$ cat config.mk
export PLATFORM = sky130hd
export DESIGN_NAME = operand_select_stage
export DESIGN_NICKNAME = d
export VERILOG_FILES = /design/src/rtl/operand_select_stage.sv
export SDC_FILE = /design/constraint.sdc
export NUM_CORES = 1
export LEC_CHECK = 0
export ABC_AREA = 1
export ABC_CLOCK_PERIOD_IN_PS = 5900
export CORE_AREA = 2 2 374 376
export DETAILED_ROUTE_END_ITERATION = 8
export DIE_AREA = 0 0 376 378
export REMOVE_ABC_BUFFERS = 1
export SLEW_MARGIN = 20
export SYNTH_ARGS = -nofsm -noshare
export SYNTH_HDL_FRONTEND = slang
export SYNTH_SLANG_ARGS = --single-unit
$ cat constraint.sdc
create_clock -name clk -period 5.9 [get_ports clk]
set_clock_uncertainty 0.1 [all_clocks]
set_input_delay 1.18 -clock clk [delete_from_list [all_inputs] [get_ports clk]]
set_output_delay 1.18 -clock clk [all_outputs]
set_load 0.005 [all_outputs]
$ cat src/rtl/operand_select_stage.sv
// Operand select stage between decode and execute. It reads the register file,
// resolves forwarding by priority, stalls on hazards and registers the operands.
module operand_select_stage #(
  parameter int XLEN   = 32,
  parameter int NUM_FW = 3,
  parameter int RA_W   = 5,
  parameter int ID_W   = 64,
  parameter int CTRL_W = 48,
  parameter int CNT_W  = 32
) (
  input  logic                     clk,
  input  logic                     reset,
  // decode side
  input  logic                     in_valid,
  output logic                     in_ready,
  input  logic [XLEN-1:0]          in_pc,
  input  logic [31:0]              in_inst,
  input  logic [ID_W-1:0]          in_id,
  input  logic [CTRL_W-1:0]        in_ctrl,
  input  logic [1:0]               in_op1_sel,
  input  logic [2:0]               in_op2_sel,
  input  logic [XLEN-1:0]          in_imm_i,
  input  logic [XLEN-1:0]          in_imm_s,
  input  logic [XLEN-1:0]          in_imm_b,
  input  logic [XLEN-1:0]          in_imm_j,
  input  logic [XLEN-1:0]          in_imm_u,
  input  logic [XLEN-1:0]          in_imm_z,
  // register file read ports
  output logic [RA_W-1:0]          rf_rs1_addr,
  output logic [RA_W-1:0]          rf_rs2_addr,
  input  logic [XLEN-1:0]          rf_rs1_rdata,
  input  logic [XLEN-1:0]          rf_rs2_rdata,
  // forwarding sources, index 0 youngest
  input  logic [NUM_FW-1:0]        fw_valid,
  input  logic [NUM_FW-1:0]        fw_can_forward,
  input  logic [NUM_FW*RA_W-1:0]   fw_addr,
  input  logic [NUM_FW*XLEN-1:0]   fw_wdata,
  input  logic                     flush,
  // execute side
  output logic                     out_valid,
  input  logic                     out_ready,
  output logic [XLEN-1:0]          out_pc,
  output logic [31:0]              out_inst,
  output logic [ID_W-1:0]          out_id,
  output logic [CTRL_W-1:0]        out_ctrl,
  output logic [XLEN-1:0]          out_imm_i,
  output logic [XLEN-1:0]          out_imm_b,
  output logic [XLEN-1:0]          out_imm_j,
  output logic [XLEN-1:0]          out_op1,
  output logic [XLEN-1:0]          out_op2,
  output logic [XLEN-1:0]          out_rs2,
  output logic [CNT_W-1:0]         stall_cnt
);

  typedef enum logic [1:0] {
    OP1_RS1  = 2'd0,
    OP1_PC   = 2'd1,
    OP1_IMZ  = 2'd2,
    OP1_ZERO = 2'd3
  } op1_sel_e;

  typedef enum logic [2:0] {
    OP2_RS2 = 3'd0,
    OP2_IMI = 3'd1,
    OP2_IMS = 3'd2,
    OP2_IMJ = 3'd3,
    OP2_IMU = 3'd4
  } op2_sel_e;

  typedef struct packed {
    logic [XLEN-1:0]   pc;
    logic [31:0]       inst;
    logic [ID_W-1:0]   id;
    logic [CTRL_W-1:0] ctrl;
    logic [XLEN-1:0]   imm_i;
    logic [XLEN-1:0]   imm_b;
    logic [XLEN-1:0]   imm_j;
    logic [XLEN-1:0]   op1;
    logic [XLEN-1:0]   op2;
    logic [XLEN-1:0]   rs2;
  } payload_t;

  logic [RA_W-1:0]   rs1_addr;
  logic [RA_W-1:0]   rs2_addr;
  logic [NUM_FW-1:0] hit_rs1;
  logic [NUM_FW-1:0] hit_rs2;
  logic [XLEN-1:0]   rs1_val;
  logic [XLEN-1:0]   rs2_val;
  logic              hazard;
  logic              load;
  payload_t          out_d;
  payload_t          out_q;
  logic              out_valid_q;

  assign rs1_addr    = RA_W'(in_inst[19:15]);
  assign rs2_addr    = RA_W'(in_inst[24:20]);
  assign rf_rs1_addr = rs1_addr;
  assign rf_rs2_addr = rs2_addr;

  // Per-source address match; x0 never matches so it can never stall or forward.
  always_comb begin
    hit_rs1 = '0;
    hit_rs2 = '0;
    for (int k = 0; k < NUM_FW; k++) begin
      hit_rs1[k] = fw_valid[k] && (fw_addr[k*RA_W +: RA_W] == rs1_addr) && (rs1_addr != '0);
      hit_rs2[k] = fw_valid[k] && (fw_addr[k*RA_W +: RA_W] == rs2_addr) && (rs2_addr != '0);
    end
  end

  // Walk from oldest to youngest so the lowest-index hit is the last writer.
  // NOTE: every always_comb output gets a default first; a missing branch would otherwise infer a latch.
  always_comb begin
    rs1_val = rf_rs1_rdata;
    rs2_val = rf_rs2_rdata;
    for (int k = NUM_FW - 1; k >= 0; k--) begin
      if (hit_rs1[k]) rs1_val = fw_wdata[k*XLEN +: XLEN];
      if (hit_rs2[k]) rs2_val = fw_wdata[k*XLEN +: XLEN];
    end
    if (rs1_addr == '0) rs1_val = '0;
    if (rs2_addr == '0) rs2_val = '0;
  end

  // Any matching source without ready data blocks issue, even if a younger one forwards.
  assign hazard   = in_valid && (|((hit_rs1 | hit_rs2) & ~fw_can_forward));
  assign in_ready = !hazard && !flush && (!out_valid_q || out_ready);
  assign load     = in_valid && in_ready;

  always_comb begin
    out_d       = '0;
    out_d.pc    = in_pc;
    out_d.inst  = in_inst;
    out_d.id    = in_id;
    out_d.ctrl  = in_ctrl;
    out_d.imm_i = in_imm_i;
    out_d.imm_b = in_imm_b;
    out_d.imm_j = in_imm_j;
    out_d.rs2   = rs2_val;

    case (in_op1_sel)
      OP1_RS1: out_d.op1 = rs1_val;
      OP1_PC:  out_d.op1 = in_pc;
      OP1_IMZ: out_d.op1 = in_imm_z;
      default: out_d.op1 = '0;
    endcase

    case (in_op2_sel)
      OP2_RS2: out_d.op2 = rs2_val;
      OP2_IMI: out_d.op2 = in_imm_i;
      OP2_IMS: out_d.op2 = in_imm_s;
      OP2_IMJ: out_d.op2 = in_imm_j;
      OP2_IMU: out_d.op2 = in_imm_u;
      default: out_d.op2 = '0;
    endcase
  end

  // Flush wins over load/hold; data registers change only when an instruction is taken.
  // NOTE: sequential state uses non-blocking assignments so every register samples pre-edge values.
  always_ff @(posedge clk) begin
    if (reset) begin
      out_valid_q <= 1'b0;
      // NOTE: the payload is reset too so execute never sees X operands after reset.
      out_q       <= '0;
    end else if (flush) begin
      out_valid_q <= 1'b0;
    end else if (load) begin
      out_valid_q <= 1'b1;
      out_q       <= out_d;
    end else if (out_ready) begin
      out_valid_q <= 1'b0;
    end
  end

  always_ff @(posedge clk) begin
    if (reset) begin
      stall_cnt <= '0;
    end else if (hazard && !flush && (stall_cnt != {CNT_W{1'b1}})) begin
      stall_cnt <= stall_cnt + CNT_W'(1);
    end
  end

  assign out_valid = out_valid_q;
  assign out_pc    = out_q.pc;
  assign out_inst  = out_q.inst;
  assign out_id    = out_q.id;
  assign out_ctrl  = out_q.ctrl;
  assign out_imm_i = out_q.imm_i;
  assign out_imm_b = out_q.imm_b;
  assign out_imm_j = out_q.imm_j;
  assign out_op1   = out_q.op1;
  assign out_op2   = out_q.op2;
  assign out_rs2   = out_q.rs2;

endmodule

==> results by group, run 1 <==
Setup path
  • Number of buffers and inverters on the critical path: 3
  • Worst R2R Setup Slack: 3.38 ns
  • Crit-path slowest cell: clkdlybuf4s50_1
  • Crit-path max FO: 6
  • Critical Path Max Stage Delay: 0.60 ns
  • Worst-path cell chain: clkdlybuf4s50_1 -> inv_2 -> nand3_1 -> nor2_2 -> nor2_1 -> nand2_4 -> nand2_1 -> nand2_1 -> nand3_2 -> a21oi_1 -> clkdlybuf4s50_1
  • WS Path Type: input port to primary output
  • Crit path max-delay family: buffers and inverters
  • Critical path data arrival time: 3.82 ns
  • WP data required: 4.62 ns
  • Launching point of the worst reg2reg path: out_valid
  • Startpoint types: input port
  • CP endpoint kind: primary output
  • Reg2reg path depth: 8
  • RR Endpoint: out_id[52]

Logic synthesis
  • Post-synth top flop: dfxtp_1
  • Register bit total from synthesis: 401
  • Top cells by area, synth: dfxtp_1, nand2_1, nor2_1
  • Post-Syn Instances: 3,157
  • Netlist cell types: 28
  • EDFF count, synth: 0
  • Post-synth top cells: nand2_1, nor2_1, dfxtp_1
  • Sequential area share after synthesis: 0.400
  • Cell with the most instances after synthesis: nand2_1
  • Post-synth top area share: 0.400
  • Yosys warnings: 0
  • Post-Syn Area: 20,100 sq um
  • Post-synth ARST share: 0
  • Post-synth top area cell: dfxtp_1
  • Avg Inst Size Synth: 6.36 sq um

Layout
  • Fin area: 33,500 sq um
  • Area Overhead vs Synth: 66.9%
  • Max reg flops: 64
  • Fin cells: 5,880
  • NumNets Final: 4,570
  • Fillcell total: 15,500
  • Share of layout cells above drive strength 1: 0.0449

Clock tree
  • CTS sink cnt: 401
  • Root Buffer: clkbuf_16
  • Setup bufs post-CTS: 0
  • CTS tree: built
  • Number of clock buffers inserted by TritonCTS: 55
  • Post-cts sizing count: 0
  • H-tree depth: 2
  • CTS clk-pin slew, worst paths: 0.07 ns
  • Worst-skew pair later-pin latency: 0.62 ns
  • CTS max path bufs: 3
  • Hold_buf cts: 0

Place
  • Placement-stage cell area: 31,500 sq um
  • Cells after DPL: 5,758
  • Gp weighted congestion: 0.904
  • PortBufs: 970
  • Pre-CTS setup slack: 0.674 ns
  • HPWL after DPL: 121,000 um

Hold path
  • HP Start: out_op2[10]
  • WHS Endpoint: out_op2[10]
  • Hold Crit Class: flop to flop
  • Worst Hold Path Cells: 2

Floorplanning
  • Top-Level Pins: 971
  • Initial Util: 0.145
  • Die Span Y: 378 um
  • Die ar.: 142,000 sq um
  • Core area: 139,000 sq um
  • Row count: 137
  • Die X: 376 um

STA
  • Final Hold Viols: 0
  • Final Slew Violations: 0
  • Unrepaired setup endpoints after global routing: no
  • Worst-Margin Slew: 1.23 ns
  • Final WS setup: 0.802 ns
  • Period utilisation layout: 0.864
  • Final setup viols: 0
  • Fin crit period: 5.10 ns
  • Maximum clock rate: 0.196 GHz
  • Relative slew margins: 0.180
  • Hold Slack: 0.357 ns

Detailed routing
  • WL final: 154,000 um
  • Initial DRC Count: 1,812
  • Routed wire per std cell: 26.2 um
  • DRC: 0
  • Vias per inst: 4.35
  • Drt pass-1 iters: 5
  • Final ANT Viol Nets: 0
  • DR vias: 25,600

Pwr
  • Static leakage: 14.1 nW
  • Pwr dens: 249 nW/um^2
  • Peak supply drop: 0.192 mV

Global routing
  • Total track usage: 0.207
  • Initial antenna violation count: 68
  • First-pass GRT wire length: 204,000 um
  • Overflow after GRT: 0
  • Vias in the first global route: 24,500
  • Largest net degree at the start of global routing: 155

Run status
  • Status: finished, final reports clean

Job
  • Max Cap Viol: 0
[cell type report]
cell class	count	area [sq um]	area share
Antenna cell	18	45.0	0.00134
Clock buffer	68	1500	0.0446
Clock inverter	34	427	0.0127
Inverter	263	995	0.0297
Multi-Input combinational cell	2271	10100	0.303
Sequential cell	401	8030	0.239
Tap cell	1807	2260	0.0674
Timing Repair Buffer	1018	10100	0.302
[how the worst max path moves through the flow]
| stage | start | to | slack (ns) | cells past startpoint |
|---|---|---|---|---|
| after CTS | in_inst[24] | in_ready | 0.67 | 11 |
| final | in_inst[24] | in_ready | 0.80 | 11 |
| after global placement | in_inst[24] | in_ready | 0.70 | 11 |
| after floorplan | in_inst[16] | out_ctrl[0] | -2.82 | 11 |
| after detailed placement | in_inst[24] | in_ready | 0.67 | 11 |
| after global routing | in_inst[24] | in_ready | 0.59 | 11 |
[metal layers]
layer,share of wire,vias up,GRT usage
li1,-,11800,-
met1,0.39,12200,0.238
met2,0.48,1179,0.359
met3,0.096,265,0.0744
met4,0.030,76,0.0580
met5,0.0032,-,0
[metrics by stage]
step | util | TNS [ns] | power (mW)
5_1_grt | 0.242 | 0 | 8.68
4_1_cts | 0.242 | 0 | 8.47
3_3_place_gp | 0.228 | 0 | 4.75
2_1_floorplan | - | -1004.31 | 3.54
3_5_place_dp | 0.228 | 0 | 4.75
6_report | 0.242 | 0 | 8.34
[cells by family after synthesis]
| kind of cell | after synthesis | share of synthesized area |
|---|---|---|
| xor gates and xnor gates | 34 | 0.0148 |
| adders and majority gates | 1 | 0.000623 |
| DFF | 401 | 0.400 |
| and+or+nand+nor | 1700 | 0.347 |
| AOI/OAI and AO/OA | 536 | 0.140 |
| buffers and inverters | 485 | 0.0981 |
[report_power, final]
part	total, mW	internal, mW	switching [mW]
Combinational	1.72	0.815	0.902
Sequential	2.97	2.88	0.0908
Clock	3.65	2.16	1.48
Total	8.34	5.86	2.48
[placed cells by master (no fill, tap or decap), types with 8 or more instances in the layout]
cell,instances
nor3_1,17
a221oi_1,32
a21oi_1,134
inv_2,15
nor4_1,9
nand3_1,273
xnor2_1,12
nand3b_1,32
xor2_1,22
o21ai_0,273
nand2_1,697
dfxtp_1,401
o21ai_1,96
bufinv_16,8
clkbuf_16,56
buf_4,41
diode_2,18
inv_1,247
clkinv_2,12
clkdlybuf4s50_1,967
nor2_1,644
[tightest hold or removal path, cell delays in order, from the launching register on]
cell and delay [ns]:
dfxtp_1 0.31, nand2_1 0.06, a21oi_1 0.05
Power figures use the tool's default switching activity.
==> run 2, diff against run 1 <==
--- a/config.mk
+++ b/config.mk
@@ -11,7 +11,7 @@
 export DETAILED_ROUTE_END_ITERATION = 8
 export DIE_AREA = 0 0 376 378
 export REMOVE_ABC_BUFFERS = 1
-export SLEW_MARGIN = 20
+export SLEW_MARGIN = 10
 export SYNTH_ARGS = -nofsm -noshare
 export SYNTH_HDL_FRONTEND = slang
 export SYNTH_SLANG_ARGS = --single-unit
==> run 2 against run 1 <==
  * Combinational power hardly changed
  * Utilization down 0.060 points
  * Total power decreased by 1.7%
  * Count of clock-buffer cells in the layout rose by 6
  * Critical path type unchanged
  * Largest cell class unchanged
  * Largest power group unchanged
  * Highest routed layer unchanged
==> results by group, run 2 (synthesis gave the netlist of run 1 again) <==
Setup path
  • Crit path max-delay family: buffers and inverters (unchanged)
  • Worst-path cell chain: clkdlybuf4s50_1 -> inv_2 -> nand3_1 -> nor2_2 -> nor2_1 -> nand2_4 -> nand2_1 -> nand2_1 -> nand3_2 -> a21oi_1 -> clkdlybuf4s50_1 (unchanged)
  • Number of buffers and inverters on the critical path: 3 (unchanged)
  • Crit-path slowest cell: clkdlybuf4s50_1 (unchanged)
  • WS Path Type: input port to primary output (unchanged)
  • WP data required: 4.62 ns (about the same)
  • CP endpoint kind: primary output (unchanged)
  • Startpoint types: input port (unchanged)
  • Critical path data arrival time: 3.82 ns (about the same)
  • Crit-path max FO: 6 (unchanged)
  • Critical Path Max Stage Delay: 0.60 ns (about the same)

Job
  • Max Cap Viol: 0 (unchanged)

Clock tree
  • CTS sink cnt: 401 (unchanged)
  • Setup bufs post-CTS: 0 (unchanged)
  • Hold_buf cts: 0 (unchanged)
  • Post-cts sizing count: 0 (unchanged)
  • CTS tree: built (unchanged)
  • Worst-skew pair later-pin latency: 0.63 ns (was 0.62 ns)
  • CTS max path bufs: 3 (unchanged)
  • Number of clock buffers inserted by TritonCTS: 56 (was 55)
  • CTS clk-pin slew, worst paths: 0.05 ns (was 0.07 ns)
  • H-tree depth: 2 (unchanged)
  • Root Buffer: clkbuf_16 (unchanged)

Global routing
  • Total track usage: 0.208 (was 0.207)
  • First-pass GRT wire length: 205,000 um (was 204,000 um)
  • Overflow after GRT: 0 (unchanged)
  • Initial antenna violation count: 69 (was 68)
  • Vias in the first global route: 24,700 (was 24,500)
  • Largest net degree at the start of global routing: 155 (unchanged)

Place
  • PortBufs: 970 (unchanged)
  • Gp weighted congestion: 0.904 (unchanged)
  • HPWL after DPL: 121,000 um (about the same)
  • Placement-stage cell area: 31,500 sq um (about the same)
  • Cells after DPL: 5,757 (was 5,758)
  • Pre-CTS setup slack: 0.696 ns (was 0.674 ns)

Pwr
  • Final Power: 8.20 mW (was 8.34 mW)
  • Pwr dens: 245 nW/um^2 (was 249 nW/um^2)
  • Static leakage: 14.0 nW (was 14.1 nW)
  • Peak supply drop: 0.207 mV (was 0.192 mV)

STA
  • Setup tns final: 0 ns (unchanged)
  • Fin crit period: 5.10 ns (about the same)
  • Final setup viols: 0 (unchanged)
  • Unrepaired setup endpoints after global routing: no (unchanged)
  • Final Slew Violations: 0 (unchanged)
  • Worst-Margin Slew: 1.26 ns (was 1.23 ns)
  • Period utilisation layout: 0.864 (about the same)
  • Relative slew margins: 0.162 (was 0.180)
  • Final WS setup: 0.800 ns (was 0.802 ns)
  • Maximum clock rate: 0.196 GHz (about the same)
  • Final Hold Viols: 0 (unchanged)

Detailed routing
  • Final ANT Viol Nets: 0 (unchanged)
  • WL final: 154,000 um (about the same)
  • Drt pass-1 iters: 5 (unchanged)
  • Initial DRC Count: 1,793 (was 1,812)
  • Routed wire per std cell: 26.3 um (was 26.2 um)
  • DRC: 0 (unchanged)
  • DR vias: 25,400 (was 25,600)
  • Vias per inst: 4.31 (was 4.35)

Layout
  • Share of layout cells above drive strength 1: 0.0444 (was 0.0449)
  • Most frequent cells in the layout: clkdlybuf4s50_1, nand2_1, nor2_1 (unchanged)
  • Most common cell after layout, fill and taps aside: clkdlybuf4s50_1 (unchanged)
  • NumNets Final: 4,568 (was 4,570)
  • Area Overhead vs Synth: 66.5% (was 66.9%)
  • Max reg flops: 64 (unchanged)
  • Fillcell total: 15,500 (unchanged)
  • Fin area: 33,400 sq um (was 33,500 sq um)
  • Fin cells: 5,880 (unchanged)

Floorplanning
  • Die X: 376 um (unchanged)
  • Core area: 139,000 sq um (unchanged)
  • Die Span Y: 378 um (unchanged)
  • Initial Util: 0.145 (unchanged)
  • Row count: 137 (unchanged)
  • Die ar.: 142,000 sq um (unchanged)
  • Top-Level Pins: 971 (unchanged)

Run status
  • Status: finished, final reports clean (unchanged)

Hold path
  • Hold Crit Class: flop to flop (unchanged)
run 2: cell types whose count changed in the layout (fill, tap and decap cells not counted), sizes merged:
cell / delta
clkinvlp: +2
diode: -1
clkbuf: +4
buf: -1
inv: +1
bufinv: -5
run 2: worst register-to-register path, cell delays in order, from the launching register on:
cell and delay, ns:
dfxtp_1 0.32, nand2_1 0.13, nand2_1 0.22, inv_1 0.11
nand3_4 0.12, buf_12 0.31, buf_4 0.90, nor2_1 0.11
nor2_1 0.15
run 2: power by group:
group	internal, mW	switching, mW	total, mW
Clock	2.00	1.51	3.51
Sequential	2.88	0.0893	2.97
Combinational	0.813	0.904	1.72
Total	5.70	2.50	8.20
run 2: per-layer routing:
layer | part of all wire | global-route usage | vias up
li1 | - | - | 11800
met1 | 0.40 | 0.240 | 12100
met2 | 0.48 | 0.361 | 1145
met3 | 0.091 | 0.0715 | 261
met4 | 0.029 | 0.0589 | 72
met5 | 0.0029 | 0 | -
run 2: area by class of cell:
class | instances | area, sq um | area share
Tap cell | 1807 | 2260 | 0.0676
Clock inverter | 32 | 315 | 0.00943
Antenna cell | 17 | 42.5 | 0.00127
Multi-Input combinational cell | 2271 | 10100 | 0.303
Inverter | 263 | 995 | 0.0297
Sequential cell | 401 | 8030 | 0.240
Clock buffer | 74 | 1550 | 0.0463
Timing Repair Buffer | 1015 | 10100 | 0.302
run 2: path summary, 6_finish.rpt:
check	start	slack, ns	end	depth (start not counted)
hold / removal	out_op2[2]	0.36	out_op2[2]	2
hold reg to reg	out_op2[2]	0.36	out_op2[2]	2
setup reg to reg	out_valid	3.38	out_inst[19]	8
setup / recovery	in_inst[24]	0.80	in_ready	11
run 2: metrics by stage:
step	hold WS, ns	util
2_1_floorplan	0.351	-
3_3_place_gp	0.348	0.228
3_5_place_dp	0.351	0.228
4_1_cts	0.362	0.241
5_1_grt	0.377	0.241
6_report	0.361	0.241
==> run 3, diff against run 2 <==
--- a/config.mk
+++ b/config.mk
@@ -11,7 +11,7 @@
 export DETAILED_ROUTE_END_ITERATION = 8
 export DIE_AREA = 0 0 376 378
 export REMOVE_ABC_BUFFERS = 1
-export SLEW_MARGIN = 10
+export SLEW_MARGIN = 20
 export SYNTH_ARGS = -nofsm -noshare
 export SYNTH_HDL_FRONTEND = slang
 export SYNTH_SLANG_ARGS = --single-unit
==> results of run 3 <==
Final layout, timing and power as in run 1 (identical DEF).
